File: config.mk
export PLATFORM = sky130hd
export DESIGN_NAME = mult_stream_ctrl
export DESIGN_NICKNAME = d
export VERILOG_FILES = /design/src/rtl/mult_pkg.sv /design/src/rtl/sync_fifo.sv /design/src/rtl/mult_stream_ctrl.sv
export SDC_FILE = /design/constraint.sdc
export NUM_CORES = 1
export LEC_CHECK = 0
export BUFFER_PORTS_ARGS = -buffer_cell sky130_fd_sc_hd__buf_2
export CORE_UTILIZATION = 45
export DETAILED_ROUTE_END_ITERATION = 12
export PLACE_DENSITY = 0.68
export SLEW_MARGIN = 20
export SYNTH_ARGS = -nofsm -noshare
export SYNTH_HDL_FRONTEND = slang
export SYNTH_HIERARCHICAL = 1
export SYNTH_SLANG_ARGS = --single-unit
export TNS_END_PERCENT = 20
File: constraint.sdc
create_clock -name clk -period 7.5 [get_ports clk]
set_input_delay 1.125 -clock clk [delete_from_list [all_inputs] [get_ports clk]]
set_output_delay 1.125 -clock clk [all_outputs]
set_load 0.01 [all_outputs]
File: src/rtl/mult_pkg.sv
// Shared widths and default timing for the multiplier stream controller.
package mult_pkg;
    localparam int OP_W        = 6;
    localparam int PROD_W      = 12;
    localparam int MUL_LAT_DEF = 3;
    localparam int DEPTH_DEF   = 4;
endpackage

File: src/rtl/sync_fifo.sv
// Single-clock FIFO; DEPTH must be a power of two so the pointers wrap naturally.
module sync_fifo #(
    parameter int WIDTH = 12,
    parameter int DEPTH = 4
) (
    input  logic                     clk,
    input  logic                     rst,
    input  logic                     push,
    input  logic                     pop,
    input  logic [WIDTH-1:0]         wdata,
    output logic [WIDTH-1:0]         rdata,
    output logic                     full,
    output logic                     empty,
    output logic [$clog2(DEPTH):0]   count
);
    localparam int AW = $clog2(DEPTH);

    logic [WIDTH-1:0] mem [DEPTH];
    logic [AW-1:0]    wr_ptr;
    logic [AW-1:0]    rd_ptr;
    logic             do_push;
    logic             do_pop;

    assign full    = (count == ($clog2(DEPTH)+1)'(DEPTH));
    assign empty   = (count == '0);
    assign do_push = push && !full;
    assign do_pop  = pop && !empty;
    assign rdata   = mem[rd_ptr];

    always_ff @(posedge clk) begin
        if (do_push) mem[wr_ptr] <= wdata;
    end

    always_ff @(posedge clk) begin
        if (rst) begin
            wr_ptr <= '0;
            rd_ptr <= '0;
            count  <= '0;
        end else begin
            if (do_push) wr_ptr <= wr_ptr + 1'b1;
            if (do_pop)  rd_ptr <= rd_ptr + 1'b1;
            unique case ({do_push, do_pop})
                2'b10:   count <= count + 1'b1;
                2'b01:   count <= count - 1'b1;
                default: ;
            endcase
        end
    end
endmodule

File: src/rtl/mult_stream_ctrl.sv
// Credit-based issue controller for an external pipelined multiplier: tracks
// products in flight and buffers them in a FIFO so the consumer can stall.
module mult_stream_ctrl
    import mult_pkg::*;
#(
    parameter int MUL_LAT = MUL_LAT_DEF,
    parameter int DEPTH   = DEPTH_DEF
) (
    input  logic                     clk,
    input  logic                     rst,
    input  logic                     in_valid,
    output logic                     in_ready,
    input  logic [OP_W-1:0]          in_a,
    input  logic [OP_W-1:0]          in_b,
    output logic [OP_W-1:0]          mul_a,
    output logic [OP_W-1:0]          mul_b,
    input  logic [PROD_W-1:0]        mul_result,
    output logic                     out_valid,
    input  logic                     out_ready,
    output logic [PROD_W-1:0]        out_data,
    output logic [$clog2(DEPTH):0]   inflight
);
    localparam int CW = $clog2(DEPTH) + 1;
    localparam logic [CW:0] CREDIT_MAX = (CW+1)'(DEPTH);

    logic [MUL_LAT-1:0] vld_pipe;
    logic [CW-1:0]      fifo_count;
    logic [CW:0]        credits;
    logic [PROD_W-1:0]  fifo_rdata;
    logic               fifo_full;
    logic               fifo_empty;
    logic               fire_in;
    logic               fire_out;
    logic               capture;

    // Credits come only from registered counts, so a pop frees its slot one
    // cycle late and there is no path from out_ready/in_valid to in_ready.
    assign credits  = {1'b0, fifo_count} + {1'b0, inflight};
    assign in_ready = !rst && !fifo_full && (credits < CREDIT_MAX);
    assign fire_in  = in_valid && in_ready;
    assign mul_a    = fire_in ? in_a : '0;
    assign mul_b    = fire_in ? in_b : '0;
    assign capture  = vld_pipe[MUL_LAT-1];

    assign out_valid = !fifo_empty;
    assign out_data  = fifo_empty ? '0 : fifo_rdata;
    assign fire_out  = out_valid && out_ready;

    always_ff @(posedge clk) begin
        if (rst) begin
            vld_pipe <= '0;
            inflight <= '0;
        end else begin
            vld_pipe <= (vld_pipe << 1) | MUL_LAT'(fire_in);
            unique case ({fire_in, capture})
                2'b10:   inflight <= inflight + 1'b1;
                2'b01:   inflight <= inflight - 1'b1;
                default: ;
            endcase
        end
    end

    sync_fifo #(
        .WIDTH (PROD_W),
        .DEPTH (DEPTH)
    ) u_fifo (
        .clk   (clk),
        .rst   (rst),
        .push  (capture),
        .pop   (fire_out),
        .wdata (mul_result),
        .rdata (fifo_rdata),
        .full  (fifo_full),
        .empty (fifo_empty),
        .count (fifo_count)
    );
endmodule

# [Yosys cells after proc, flatten, opt, wreduce, memory -nomap -nowiden]
# Memories as Yosys holds them, arrays and structs flattened. A register that Yosys moved wholly into a read port is not among the register bits.
# Index checks and enable logic that the tools add are counted.
[totals] mem_count=1 register_bits=13 out_inout_bits=29 ram_bits=48 word_cells=41
[classes] eq_ne=5 order_cmp=1 muxes=9 bitwise_logic=1 n_reduce_logical=12 addsub=7
[memory_table] name="u_fifo.mem" words=4 word_bits=12 rd=1 rd_ports_with_merged_regs=1 write_ports=1 line="sync_fifo.sv:18" source="logic [WIDTH-1:0] mem [DEPTH];"
[ops] operator="12-bit 2-to-1 mux" count=1
[ops] operator="6-bit 2-to-1 mux" count=2
[ops] operator="3-bit case mux with 2 select lines" count=2
[ops] operator="3-bit by 1-bit adder with 3-bit output (second input constant)" count=2
[ops] operator="1-bit logical AND" count=6
[ops] operator="3-bit by 1-bit subtractor with 3-bit output (second input constant)" count=2
[ops] operator="2-bit by 1-bit adder with 2-bit output (second input constant)" count=2
[ops] operator="3-bit by 3-bit adder with 4-bit output" count=1
[ops] operator="2-bit by 1-bit equality test with 1-bit output (second input constant)" count=2
[ops] operator="2-bit equality test (second input constant)" count=2
[ops] operator="4-bit by 3-bit less-than comparator with 1-bit output (second input constant)" count=1
[ops] operator="2-bit 2-to-1 mux" count=2
[ops] operator="2-bit nonzero test" count=2
[ops] operator="3-bit equality test (second input constant)" count=1
[ops] operator="1-bit logical NOT" count=3
[ops] operator="3-bit logical NOT" count=1
[ops] operator="3-bit by 1-bit OR with 3-bit output" count=1
[ops] operator="1-bit 2-to-1 mux" count=2

# [Logic depth before layout (Yosys ltp)]
[depth] word_depth=7 mapped_depth=10 depth_no_buf=10

# [Hierarchy]
# The synthesis kept the hierarchy.
[by_module_without_submodules] mod="sync_fifo" seq_area_each_um2=1621.6 instances=1 area_per_inst_um2=2245.9 cells_per_inst=116
[by_module_without_submodules] mod="mult_stream_ctrl" seq_area_each_um2=120.1 instances=1 area_per_inst_um2=484.2 cells_per_inst=55

# [Least setup slack after synthesis]
# OpenSTA, ideal clock, no wires.
[synth_timing] path_kind="input to output" startpoint="input rst" endpoint="output mul_a[2]" path_slack_ns=4.193 stages=4 path_buffers=1 required_time_ns=6.375 arrival_ns=2.182 cell_sequence="or4_4 nor3b_4 buf_6 and3_1"
[synth_between] elab_chain_cells=5
[synth_rtl] element="start, declared" line="mult_stream_ctrl.sv:10" source="input logic rst,"
[synth_rtl] element="1-bit logical NOT" line="mult_stream_ctrl.sv:39" source="assign in_ready = !rst && !fifo_full && (credits < CREDIT_MAX);"
[synth_rtl] element="1-bit logical AND (2 in series)" line="mult_stream_ctrl.sv:39"
[synth_rtl] element="via in_ready" line="mult_stream_ctrl.sv:12" source="output logic in_ready,"
[synth_rtl] element="1-bit logical AND" line="mult_stream_ctrl.sv:40" source="assign fire_in = in_valid && in_ready;"
[synth_rtl] element="6-bit 2-to-1 mux" line="mult_stream_ctrl.sv:41" source="assign mul_a = fire_in ? in_a : '0;"
[synth_rtl] element="end, declared" line="mult_stream_ctrl.sv:15" source="output logic [OP_W-1:0] mul_a,"
# The timed path passes the listed nets, and every way through them passes these cells.

# [Final worst setup path]
[layout_timing] startpoint="input rst" endpoint="output mul_a[0]"
[layout_between] elab_chain_cells=5
[layout_rtl] element="1-bit logical NOT" line="mult_stream_ctrl.sv:39"
[layout_rtl] element="1-bit logical AND (2 in series)" line="mult_stream_ctrl.sv:39"
[layout_rtl] element="1-bit logical AND" line="mult_stream_ctrl.sv:40"
[layout_rtl] element="6-bit 2-to-1 mux" line="mult_stream_ctrl.sv:41"
# Every way passes these cells.

==> run summary <==
status: complete, no violations
FP Rows: 28
vias: 1577
Hold Path Origin: vld_pipe[0]
EDFF count, synth: 48
Leak: 1.31 nW
CP max stage delay: 0.53 ns
Area Growth Syn to Fin: 20.0%
Slew @ Worst Pin: 1.03 ns
Clock Sinks: 63
Slew HR: 30.8%
clock share of power: 42.3%
Mapped Nets: 209
Clk pin slew, worst setup/hold paths: 0.07 ns
Comb pwr share: 5.1%
unrepaired setup endpoints after global routing: false
CTS tree: yes
Post-Layout Cell Count: 312
antenna cell count: 0
Die H: 79.9 um
CTS Buf Count: 9
Yosys top cell area share: 52.8%
cells after synthesis: 171
total global-route track usage: 15.5%
Max stage delay cell, worst path: or4_4
detailed placer's ending HPWL: 3070 um
critical path endpoint category: primary output
P_sw: 144 uW
worst skew pair latency: 0.32 ns
count of final setup violators: 0
cells along the critical path: buf_2 -> or4_4 -> nor3b_4 -> and3_2 -> buf_2
die area: 6380 sq um
Ports: 57
Post-DRT Antenna Nets: 0
prevailing post-synth register cell: edfxtp_1
Initial Util: 46.4%
fraction of registers with async set or reset after synthesis: 0%
Setup WS pre-CTS: 3.80 ns
post-layout util: 55.7%
R2R setup slack: 4.49 ns
post-synth design cell area: 2730 sq um
Peak Freq: 270 MHz
count of final hold-check violations: 0
crit path from: rst
DRT Pass-1 Iters: 4
fin crit share: 49.4%
clock root buffer: clkbuf_8
CP Class: input port to primary output
DRC viols: 0
Post-CTS Resized: 0
initial antenna violation count: 0
Pint: 581 uW
Seq/Total Area, Yosys: 63.8%
Seq cells post-synth: 63
switching share of power: 19.9%
Layout fillers: 498
largest net degree at the start of global routing: 17
via/cell ratio: 5.05
Synth warnings: 6
sequential power share: 52.7%
Max Clock Skew: 0.00643 ns
global route overflow: 0
largest cells by area after synthesis: edfxtp_1 53%, dfxtp_1 11%, mux4_1 9.6%
initial DRC count: 46
Design Power: 725 uW
post-CTS setup buffer count: 0
layout cells sized above 1: 35.4%
worst hold path type: flip-flop to flip-flop
wire per inst: 14.6 um
Critical Path RT: 6.38 ns
Pwr Density: 221 nW/um^2
Routability Congestion: 0.654
vias in the first global route: 1531
Port-buffer cells: 56
aggregate routed wire length: 4560 um
most common cell in the netlist: edfxtp_1
Synth cell types: 33
first-pass GRT wire length: 7060 um
setup ws final: 3.80 ns
setup TNS: 0 ns
cts hold-fix bufs: 0
core area: 5890 sq um
Max Transition Viols Final: 0
CP max FO: 15
post-placement cell count: 296
FF-to-FF Start: u_fifo/count[2]
VDD IR max: 0.000110 V
Die Wd: 79.9 um
number of H-tree levels: 3
Max Cap Violations: 0
Nets: 270
min Tclk post-route: 3.70 ns
Commonest cells post-synth: 48 x edfxtp_1, 15 x dfxtp_1, 13 x nor2b_1, 10 x mux4_1
crit-path most repeated cell: buf_2
CP startpoint kind: input port
post-synth top area cell: edfxtp_1
CTS Buffer Depth: 2
crit path DAT: 2.58 ns
Mapped Avg Cell Area: 16.0 sq um
## sequential cells by signal (all words and copies together) (netlist names), named ones only
name           cells
inflight           3
vld_pipe           3
u_fifo/count       3
u_fifo/wr_ptr      2
u_fifo/mem        48
u_fifo/rd_ptr      2
## final cells by class
class	instances	area [sq um]	share of cell area, %
timing repair buffer	56	280	8.55
sequential	63	1740	53.2
multi-input combinational	93	916	27.9
clock buffer	9	124	3.78
inverter	9	33.8	1.03
tap	75	93.8	2.86
clock inverter	7	87.6	2.67
## layer usage
metal  track usage, %  routed length, um
met1             16.5               1890
met2             28.1               2390
met3             3.89                213
met4             8.21                 65
met5                0                  0
## worst max-delay path, delay by kind of cell
family	cells	cell delay, ns
buffers and inverters	2	0.30
and+or+nand+nor	3	1.15
## kinds of logic after synthesis
family,share of synthesized area [%]
adders and majority gates,5.13
buffers and inverters,2.66
AOI/OAI and AO/OA,1.92
xor gates and xnor gates,1.60
and+or+nand+nor,12.9
muxes,12.0
DFF,63.8
## through the flow
| stage | cell area [sq um] | hold slack [ns] |
|---|---|---|
| after floorplan | 2730 | 0.428 |
| after global placement | 3070 | 0.435 |
| after detailed placement | 3070 | 0.440 |
| after CTS | 3280 | 0.453 |
| after global routing | 3280 | 0.463 |
| final | 3280 | 0.445 |
## cell usage in the layout, fill, tap and decap left out, types with 3 or more instances in the layout
master,count
edfxtp_1,48
clkinv_2,4
nor2_1,9
and2_1,4
and3_2,3
or3_1,4
nor2b_1,13
ha_1,8
buf_2,56
inv_1,9
a21oi_1,5
and3_1,7
xor2_1,4
dfxtp_1,15
clkbuf_8,9
o21ai_0,4
mux4_1,10
## worst paths after layout
kind	cells after the start	endpoint
worst max-delay path	5	mul_a[0]
worst max register to register	9	inflight[2]
worst min register to register	1	vld_pipe[1]
worst min-delay path	1	vld_pipe[1]
## power by group through the flow
| stage | logic [mW] | clock network [mW] | registers (mW) |
|---|---|---|---|
| 6_report | 0.0366 | 0.307 | 0.382 |
| 5_1_grt | 0.0409 | 0.326 | 0.382 |
| 4_1_cts | 0.0373 | 0.313 | 0.382 |
| 3_5_place_dp | 0.0371 | 0 | 0.389 |
| 3_3_place_gp | 0.0363 | 0 | 0.389 |
| 2_1_floorplan | 0.0193 | 0 | 0.389 |
Note: power is estimated with default switching activity, not from simulation.
